[src/rtl/mult_share_arbiter.sv]
// Round-robin arbiter sharing one radix-4 Booth 16x16 signed multiplier among NUM_REQ requesters.
// Optional completed-operation counter (op_count port) enabled by defining MULT_SHARE_STATS_EN.

module booth_multiplier_16 (
    input  logic [15:0] a_i,
    input  logic [15:0] b_i,
    output logic [31:0] product_o
);
    logic [31:0] a_ext;
    logic [16:0] b_ext;
    logic [2:0]  triple;
    logic [31:0] pp;
    logic [31:0] acc;

    always_comb begin
        a_ext  = {{16{a_i[15]}}, a_i};
        b_ext  = {b_i, 1'b0};
        acc    = '0;
        triple = '0;
        pp     = '0;
        // Each overlapping bit triple of B selects 0, +-A or +-2A for its radix-4 digit.
        for (int i = 0; i < 8; i++) begin
            triple = b_ext[2*i +: 3];
            case (triple)
                3'b001, 3'b010: pp = a_ext;
                3'b011:         pp = a_ext << 1;
                3'b100:         pp = 32'd0 - (a_ext << 1);
                3'b101, 3'b110: pp = 32'd0 - a_ext;
                default:        pp = '0;
            endcase
            acc = acc + (pp << (2*i));
        end
        product_o = acc;
    end
endmodule

module mult_share_arbiter #(
    parameter int NUM_REQ = 4,
    parameter int ID_W    = 2
) (
    input  logic                  clk,
    input  logic                  rst_n,
    input  logic [NUM_REQ-1:0]    req_valid,
    input  logic [16*NUM_REQ-1:0] req_a,
    input  logic [16*NUM_REQ-1:0] req_b,
    output logic [NUM_REQ-1:0]    req_ready,
    output logic                  rsp_valid,
    input  logic                  rsp_ready,
    output logic [31:0]           rsp_product,
    output logic [ID_W-1:0]       rsp_id
`ifdef MULT_SHARE_STATS_EN
    ,
    output logic [31:0]           op_count
`endif
);
    logic              s1_valid_q, s1_valid_d;
    logic [15:0]       s1_a_q, s1_a_d;
    logic [15:0]       s1_b_q, s1_b_d;
    logic [ID_W-1:0]   s1_id_q, s1_id_d;
    logic              rsp_valid_q, rsp_valid_d;
    logic [31:0]       rsp_product_q, rsp_product_d;
    logic [ID_W-1:0]   rsp_id_q, rsp_id_d;
    logic [ID_W-1:0]   last_id_q, last_id_d;
    logic [31:0]       op_count_q, op_count_d;

    logic              s2_free, s1_adv, s1_free;
    logic              grant_found, grant;
    logic [ID_W-1:0]   grant_id;
    logic [ID_W:0]     cand_sum;
    logic [NUM_REQ-1:0] grant_oh;
    logic [31:0]       mult_product;

    booth_multiplier_16 u_mult (
        .a_i       (s1_a_q),
        .b_i       (s1_b_q),
        .product_o (mult_product)
    );

    assign s2_free = !rsp_valid_q || rsp_ready;
    assign s1_adv  = s1_valid_q && s2_free;
    assign s1_free = !s1_valid_q || s1_adv;

    // Circular search starting just after the last granted requester.
    always_comb begin
        grant_found = 1'b0;
        grant_id    = '0;
        cand_sum    = '0;
        for (int off = 1; off <= NUM_REQ; off++) begin
            cand_sum = {1'b0, last_id_q} + (ID_W+1)'(off);
            if (cand_sum >= (ID_W+1)'(NUM_REQ)) begin
                cand_sum = cand_sum - (ID_W+1)'(NUM_REQ);
            end
            if (!grant_found && req_valid[cand_sum[ID_W-1:0]]) begin
                grant_found = 1'b1;
                grant_id    = cand_sum[ID_W-1:0];
            end
        end
        grant    = s1_free && grant_found;
        grant_oh = '0;
        if (grant) begin
            grant_oh[grant_id] = 1'b1;
        end
    end

    assign req_ready = grant_oh;

    always_comb begin
        s1_valid_d    = s1_valid_q;
        s1_a_d        = s1_a_q;
        s1_b_d        = s1_b_q;
        s1_id_d       = s1_id_q;
        rsp_valid_d   = rsp_valid_q;
        rsp_product_d = rsp_product_q;
        rsp_id_d      = rsp_id_q;
        last_id_d     = last_id_q;
        op_count_d    = op_count_q;

        if (s1_adv) begin
            rsp_product_d = mult_product;
            rsp_id_d      = s1_id_q;
            rsp_valid_d   = 1'b1;
            s1_valid_d    = 1'b0;
        end else if (rsp_ready) begin
            rsp_valid_d = 1'b0;
        end

        if (grant) begin
            s1_valid_d = 1'b1;
            s1_id_d    = grant_id;
            last_id_d  = grant_id;
            for (int i = 0; i < NUM_REQ; i++) begin
                if (grant_oh[i]) begin
                    s1_a_d = req_a[16*i +: 16];
                    s1_b_d = req_b[16*i +: 16];
                end
            end
        end

        if (rsp_valid_q && rsp_ready) begin
            op_count_d = op_count_q + 32'd1;
        end
    end

    always_ff @(posedge clk or negedge rst_n) begin
        if (!rst_n) begin
            s1_valid_q    <= 1'b0;
            s1_a_q        <= '0;
            s1_b_q        <= '0;
            s1_id_q       <= '0;
            rsp_valid_q   <= 1'b0;
            rsp_product_q <= '0;
            rsp_id_q      <= '0;
            last_id_q     <= ID_W'(NUM_REQ - 1);
            op_count_q    <= '0;
        end else begin
            s1_valid_q    <= s1_valid_d;
            s1_a_q        <= s1_a_d;
            s1_b_q        <= s1_b_d;
            s1_id_q       <= s1_id_d;
            rsp_valid_q   <= rsp_valid_d;
            rsp_product_q <= rsp_product_d;
            rsp_id_q      <= rsp_id_d;
            last_id_q     <= last_id_d;
            op_count_q    <= op_count_d;
        end
    end

    assign rsp_valid   = rsp_valid_q;
    assign rsp_product = rsp_product_q;
    assign rsp_id      = rsp_id_q;
`ifdef MULT_SHARE_STATS_EN
    assign op_count    = op_count_q;
`else
    logic unused_count;
    assign unused_count = ^op_count_q;
`endif
endmodule

[config.mk]
export PLATFORM = sky130hd
export DESIGN_NAME = mult_share_arbiter
export DESIGN_NICKNAME = d
export VERILOG_FILES = /design/src/rtl/mult_share_arbiter.sv
export SDC_FILE = /design/constraint.sdc
export NUM_CORES = 1
export LEC_CHECK = 0
export ABC_CLOCK_PERIOD_IN_PS = 9630
export CORE_MARGIN = 5
export CORE_UTILIZATION = 35
export CTS_CLUSTER_DIAMETER = 120
export DETAILED_ROUTE_END_ITERATION = 10
export PLACE_DENSITY = 0.52
export SKIP_CTS_REPAIR_TIMING = 1
export SLEW_MARGIN = 30
export SYNTH_ARGS = -nofsm -noshare
export SYNTH_HDL_FRONTEND = slang
export SYNTH_SLANG_ARGS = --single-unit
[constraint.sdc]
create_clock -name clk -period 9.63 [get_ports clk]
set_input_delay 2.4075 -clock clk [delete_from_list [all_inputs] [get_ports clk]]
set_output_delay 2.4075 -clock clk [all_outputs]
set_load 0.005 [all_outputs]
==> impl_metrics.toml, run 1 <==
[yosys]
netlist_top_cells_area = "fa_1 18%, dfrtp_1 13%, nand2_1 8.4%"
postSynthRegisterBits = 72
ys_dominant_reg_cell = "dfrtp_1"
synth_fa_ha_area_share_pct = 22.5
ys_types = 76
synth.yosys.seq_area_share_pct = 13.2
synth_warn = 0
synth_xor_area_share_pct = 4.82
async_flop_share_pct = 100
synth_mux_area_share_pct = 4.23
cell_area_after_synthesis_mm2 = 0.0137
avgSynthCellArea_um2 = 7.42
mappedNetlistNets = 2147
synth_top_area_share_pct = 18.0
synthesized_area_fraction_occupied_by_ao_oa_aoi_and_oai_cells_pct = 27.6
synth-edff-count = 0
synth_simple_gate_area_share_pct = 18.0
combinational_family_with_the_most_area_after_synthesis = "compound AO/OA/AOI/OAI gates"
synth.largest_area_cell = "fa_1"
syn-instance-count = 1840

[layout]
ant_diodes = 0
layout_fillers = 3958
regArea_mm2 = 0.00181
multiInputGateArea_mm2 = 0.0106
total_number_of_nets_in_the_final_design = 2209
drive_gt1_share_pct = 6.55
area_delta_synth_final_pct = 17.9

[sta]
final_max_slew_viol_count = 0
final-setup-viol-count = 0
finClkSkew_ns = 0.0266
worst_pin_slew_ns = 1.13
rsz0062_at_grt = "no"
post_layout_minimum_cycle_time_ns = 7.92
period_share_pct = 82.3
final-hold-violation-count = 0
fmax_mhz = 126
timing.setup.tns_ns = 0
worst_slew_margin_rel_pct = 24.2

[floorplanning]
top_level_ports = 174
dieHeight_um = 208
fp.dieW_um = 208
die_area_mm2 = 0.0431
floorplan.core_area_mm2 = 0.0386
start_util_pct = 35.3
fp-row-count = 72

[route]
top_layer = "met4"
wl_met2_mm = 24.1
route.final.wire_length_mm = 54.9
drt_iter0_markers = 1476
routed_length_per_placed_instance_um = 22.6
remaining_drc_errors = 0
viasPerCell = 5.81
drt_pass1_iterations = 7
detailroute.via_count = 14100
routed_wl_met3_mm = 5.27
postRouteAntennaNets = 0
routedLengthMet1_mm = 23.1

[clock_tree]
tritoncts = "yes"
clk-insertion-delay-late_ns = 0.38
htree_levels = 3
clk_transition_reported_paths_ns = 0.06
cts-buffers-inserted = 9
root_buffer = "clkbuf_16"
cts_sinks = 72
maximum_buffer_depth_of_the_clock_tree = 2

[run]
timing.max_cap.violations = 0

[setup_path]
critical_path_cell_count = 24
critical-path-max-stage-delay_ns = 0.90
critical_path_class = "reg -> reg"
worstPathRequired_ns = 9.88
timing.critical_path.slowest_stage_cell = "xnor2_2"
critical_path_arrival_ns = 8.17
wp_buf_inv = 4
worstRegToRegCells = 24
maximum_fanout_along_the_worst_path = 16
most_frequent_cell_on_the_critical_path = "fa_1"
crit_path_start_kind = "register"
worstPathCellList = "inv_1 > ha_1 > nor3b_2 > nand4_1 > xnor2_2 > mux2i_1 > nor2_1 > a21oi_1 > a21oi_1 > fa_1 > fa_1 > fa_1 > inv_1 > fa_1 > inv_1 > ha_1 > a21o_1 > a21o_1 > a21o_1 > a31o_2 > a221oi_1 > clkbuf_2 > o21ai_0 > a211o_1"
worst_setup_path_end_kind = "register"
cell_family_with_the_largest_share_of_critical_path_delay = "adder cells"

[global_route]
grt_first_pass_wirelength_mm = 83.8
global_route.overflow_total = 0
global_route.usage.total_pct = 24.6
maximum_number_of_pins_on_one_net_before_global_route_repair = 76
number_of_antenna_violations_at_the_first_check_in_global_routing = 0
first_global_vias = 13700

[min_path]
hold_path_depth = 2
path_class_of_the_lowest_slack_min_delay_path = "reg -> reg"

[status]
run_status = "finished clean"

[place]
final_replace_weighted_congestion = 0.996
placement.io_buffers = 173
place.detailed.hpwl_mm = 41.0
-- synth_stat cells, types with 38 or more instances --
cell / count
nand2_1: 305
a221oi_1: 56
fa_1: 123
ha_1: 49
clkbuf_1: 135
nor2_1: 99
dfrtp_1: 70
a21oi_1: 112
o221ai_1: 38
inv_1: 162
xnor2_1: 46
mux2i_1: 39
nand3_1: 44
o21ai_0: 185
-- worst paths after layout --
kind | from | endpoint | slack (ns)
max | s1_a_q[0] | rsp_product[29] | 1.71
min | rsp_product[9] | rsp_product[9] | 0.47
max reg2reg | s1_a_q[0] | rsp_product[29] | 1.71
min reg2reg | rsp_product[9] | rsp_product[9] | 0.47
max in group asynchronous | rst_n | s1_b_q[13] | 6.55
min in group asynchronous | rst_n | s1_valid_q | 1.94
-- stage by stage --
stage          utilization [%]  instance area [um2]  hold WS, ns  instances  setup slack (ns)
6_report                  41.7                16100        0.470       2425              1.71
5_1_grt                   41.7                16100        0.504       2425              1.32
4_1_cts                   41.6                16100        0.477       2424              1.69
3_5_place_dp              40.9                15800        0.462       2408              1.72
3_3_place_gp              40.8                15800        0.449       2408              1.63
2_1_floorplan                -                13700        0.433       1840              2.80
-- placed cells by master, fill, tap and decap left out, drive strengths merged, types with 26 or more instances in the layout --
master           n
clkdlybuf4s50  172
a21oi          116
a31oi           31
mux2i           39
nand3           44
o221ai          38
xnor2           47
nand2          305
nor2            99
a221oi          58
inv            163
fa             123
ha              49
xor2            26
o21ai          186
buf             52
dfrtp           70
-- layer usage --
layer	track usage, %	up-vias
met5	0	-
met4	9.39	0
met3	5.47	143
met2	38.4	807
met1	33.4	6614
li1	-	6520
-- flip-flops by register name, indices dropped and copies added, names as in the netlist --
name	flops
rsp_id	2
rsp_valid	1
s1_a_q	16
s1_id_q	2
s1_valid_q	1
s1_b_q	16
last_id_q	2
rsp_product	32
-- worst reg2reg max path, stage by stage (launching register included) --
cell and delay, ns:
dfrtp_1 0.63, inv_1 0.26, ha_1 0.42, nor3b_2 0.43, nand4_1 0.21, xnor2_2 0.90
mux2i_1 0.18, nor2_1 0.13, a21oi_1 0.06, a21oi_1 0.25, fa_1 0.48, fa_1 0.46
fa_1 0.52, inv_1 0.05, fa_1 0.47, inv_1 0.05, ha_1 0.36, a21o_1 0.24
a21o_1 0.19, a21o_1 0.20, a31o_2 0.25, a221oi_1 0.45, clkbuf_2 0.24, o21ai_0 0.10
a211o_1 0.28
-- area by class of cell --
cell class	count	area share [%]
clock buffers	11	1.45
flip-flops and latches	72	11.2
clock inverters	5	0.350
inverters	166	3.87
well taps	518	4.03
multi-input cells	1428	65.9
repair buffers	225	13.1
-- logic make-up (layout without fill, tap and decap cells) --
logic type | Yosys count | after routing
AOI/OAI and AO/OA | 580 | 580
adders and majority gates | 172 | 172
and+or+nand+nor | 548 | 548
buffers and inverters | 340 | 407
DFF | 72 | 72
muxes | 55 | 55
xor gates and xnor gates | 73 | 73
Power of run 1 is not shown: default switching activity piles up to over one toggle a cycle in this logic, so the estimate is an artifact.
==> run 2, diff against run 1 <==
- ABC_CLOCK_PERIOD_IN_PS: 9630 -> 7200
- PLACE_DENSITY: 0.52 -> 0.54
- clock period: 9.63 -> 7.2 ns (I/O delays scaled with it)
==> run 2 against run 1 <==
Wire length shrank 2.4%. Hold slack got worse by 0.0075 ns. Sequential share of layout area shrank 0.19 points. Core utilization increased by 0.71 points. Worst setup slack lost 1.4 ns. Critical path type unchanged. Highest routed layer unchanged. Critical path depth stayed put. Die area stayed put.
==> impl_metrics.toml, run 2 (same netlist as run 1, synthesis figures left out) <==
[floorplanning]
die_area_mm2 = 0.0431
fp.dieW_um = 208
dieHeight_um = 208
floorplan.core_area_mm2 = 0.0386
top_level_ports = 174
fp-row-count = 72
start_util_pct = 35.3

[sta]
rsz0062_at_grt = "no"
post_layout_minimum_cycle_time_ns = 6.85
fmax_mhz = 146
period_share_pct = 95.1
worst_pin_slew_ns = 1.08
final_max_slew_viol_count = 0
timing.setup.tns_ns = 0
finClkSkew_ns = 0.0110
worst_slew_margin_rel_pct = 28.1
final-setup-viol-count = 0
final-hold-violation-count = 0

[layout]
total_number_of_nets_in_the_final_design = 2244
area_delta_synth_final_pct = 19.9
final_common_cell = "nand2_1"
layout_fillers = 3975
ant_diodes = 0
largest_register_ff_count = 32
drive_gt1_share_pct = 8.24
mostFrequentLayoutCells = "304 x nand2_1, 185 x o21ai_0, 172 x clkdlybuf4s50_1"

[global_route]
first_global_vias = 14100
number_of_antenna_violations_at_the_first_check_in_global_routing = 0
grt_first_pass_wirelength_mm = 82.9
maximum_number_of_pins_on_one_net_before_global_route_repair = 72
global_route.overflow_total = 0
global_route.usage.total_pct = 24.3

[route]
drt_iter0_markers = 1300
postRouteAntennaNets = 0
detailroute.via_count = 14100
viasPerCell = 5.73
route.final.wire_length_mm = 53.6
drt_pass1_iterations = 6
routed_length_per_placed_instance_um = 21.8
remaining_drc_errors = 0

[clock_tree]
clk-insertion-delay-late_ns = 0.37
htree_levels = 3
root_buffer = "clkbuf_16"
tritoncts = "yes"
cts-buffers-inserted = 9
maximum_buffer_depth_of_the_clock_tree = 2
clk_transition_reported_paths_ns = 0.06
cts_sinks = 72

[place]
placement.io_buffers = 173
final_replace_weighted_congestion = 0.975
place.detailed.hpwl_mm = 41.7

[status]
run_status = "finished clean"

[setup_path]
worst_setup_path_end_kind = "register"
maximum_fanout_along_the_worst_path = 14
critical_path_class = "reg -> reg"
critical_path_arrival_ns = 7.11
worstPathRequired_ns = 7.46
crit_path_start_kind = "register"

[min_path]
path_class_of_the_lowest_slack_min_delay_path = "reg -> reg"

[run]
timing.max_cap.violations = 0
[run 2: cell count changes in the layout (fill, tap and decap cells not counted), moves of 2 or more]
cell | previous run | this run
clkbuf_1 | 2 | 0
buf_4 | 52 | 87
xnor2_2 | 4 | 1
xnor2_1 | 42 | 45
[run 2: layout make-up]
cell class | count | area (um2) | share of cell area (%)
repair buffers | 260 | 2390 | 14.6
inverters | 166 | 623 | 3.81
flip-flops and latches | 72 | 1810 | 11.0
well taps | 518 | 648 | 3.96
clock inverters | 6 | 67.6 | 0.413
multi-input cells | 1428 | 10600 | 64.7
clock buffers | 10 | 239 | 1.46
[run 2: through the flow]
stage / instances / hold slack, ns / setup WS [ns] / instance area [um2] / util [%]
2_1_floorplan: 1840 / 0.433 / 0.375 / 13700 / -
3_3_place_gp: 2444 / 0.450 / 0.387 / 16000 / 41.5
3_5_place_dp: 2444 / 0.457 / 0.317 / 16000 / 41.5
4_1_cts: 2460 / 0.470 / 0.288 / 16400 / 42.3
5_1_grt: 2460 / 0.489 / 0.0557 / 16400 / 42.4
6_report: 2460 / 0.463 / 0.352 / 16400 / 42.4
[run 2: worst paths after layout]
| path | from | end | slack (ns) | depth (start not counted) |
|---|---|---|---|---|
| max | s1_a_q[1] | rsp_product[29] | 0.35 | 24 |
| min | rsp_product[9] | rsp_product[9] | 0.46 | 2 |
| max reg2reg | s1_a_q[1] | rsp_product[29] | 0.35 | 24 |
| min reg2reg | rsp_product[9] | rsp_product[9] | 0.46 | 2 |
| max in group asynchronous | rst_n | s1_b_q[13] | 4.83 | 2 |
| min in group asynchronous | rst_n | rsp_product[29] | 1.36 | 1 |
[run 2: critical path: stages, from the launching register on]
cell      delay (ns)
dfrtp_1         0.44
clkinv_1        0.09
ha_1            0.16
nor3b_4         0.31
nand4_4         0.23
or3_4           0.44
and2_4          0.23
mux2_2          0.29
a221oi_1        0.30
a31oi_1         0.10
fa_1            0.55
fa_1            0.51
fa_1            0.49
inv_1           0.05
fa_1            0.47
inv_1           0.04
ha_1            0.28
a21o_1          0.21
a21o_1          0.18
a21o_1          0.21
a31o_2          0.26
a221oi_1        0.32
buf_4           0.20
o21ai_0         0.08
a211o_1         0.27
[run 2: metal layers]
layer	share of wire [%]	wire (um)	track usage [%]
met1	43	23000	32.1
met2	43	23200	37.9
met3	9.0	4800	5.44
met4	4.8	2580	11.2
met5	0	0	0
Power of run 2 is left out for the same reason.
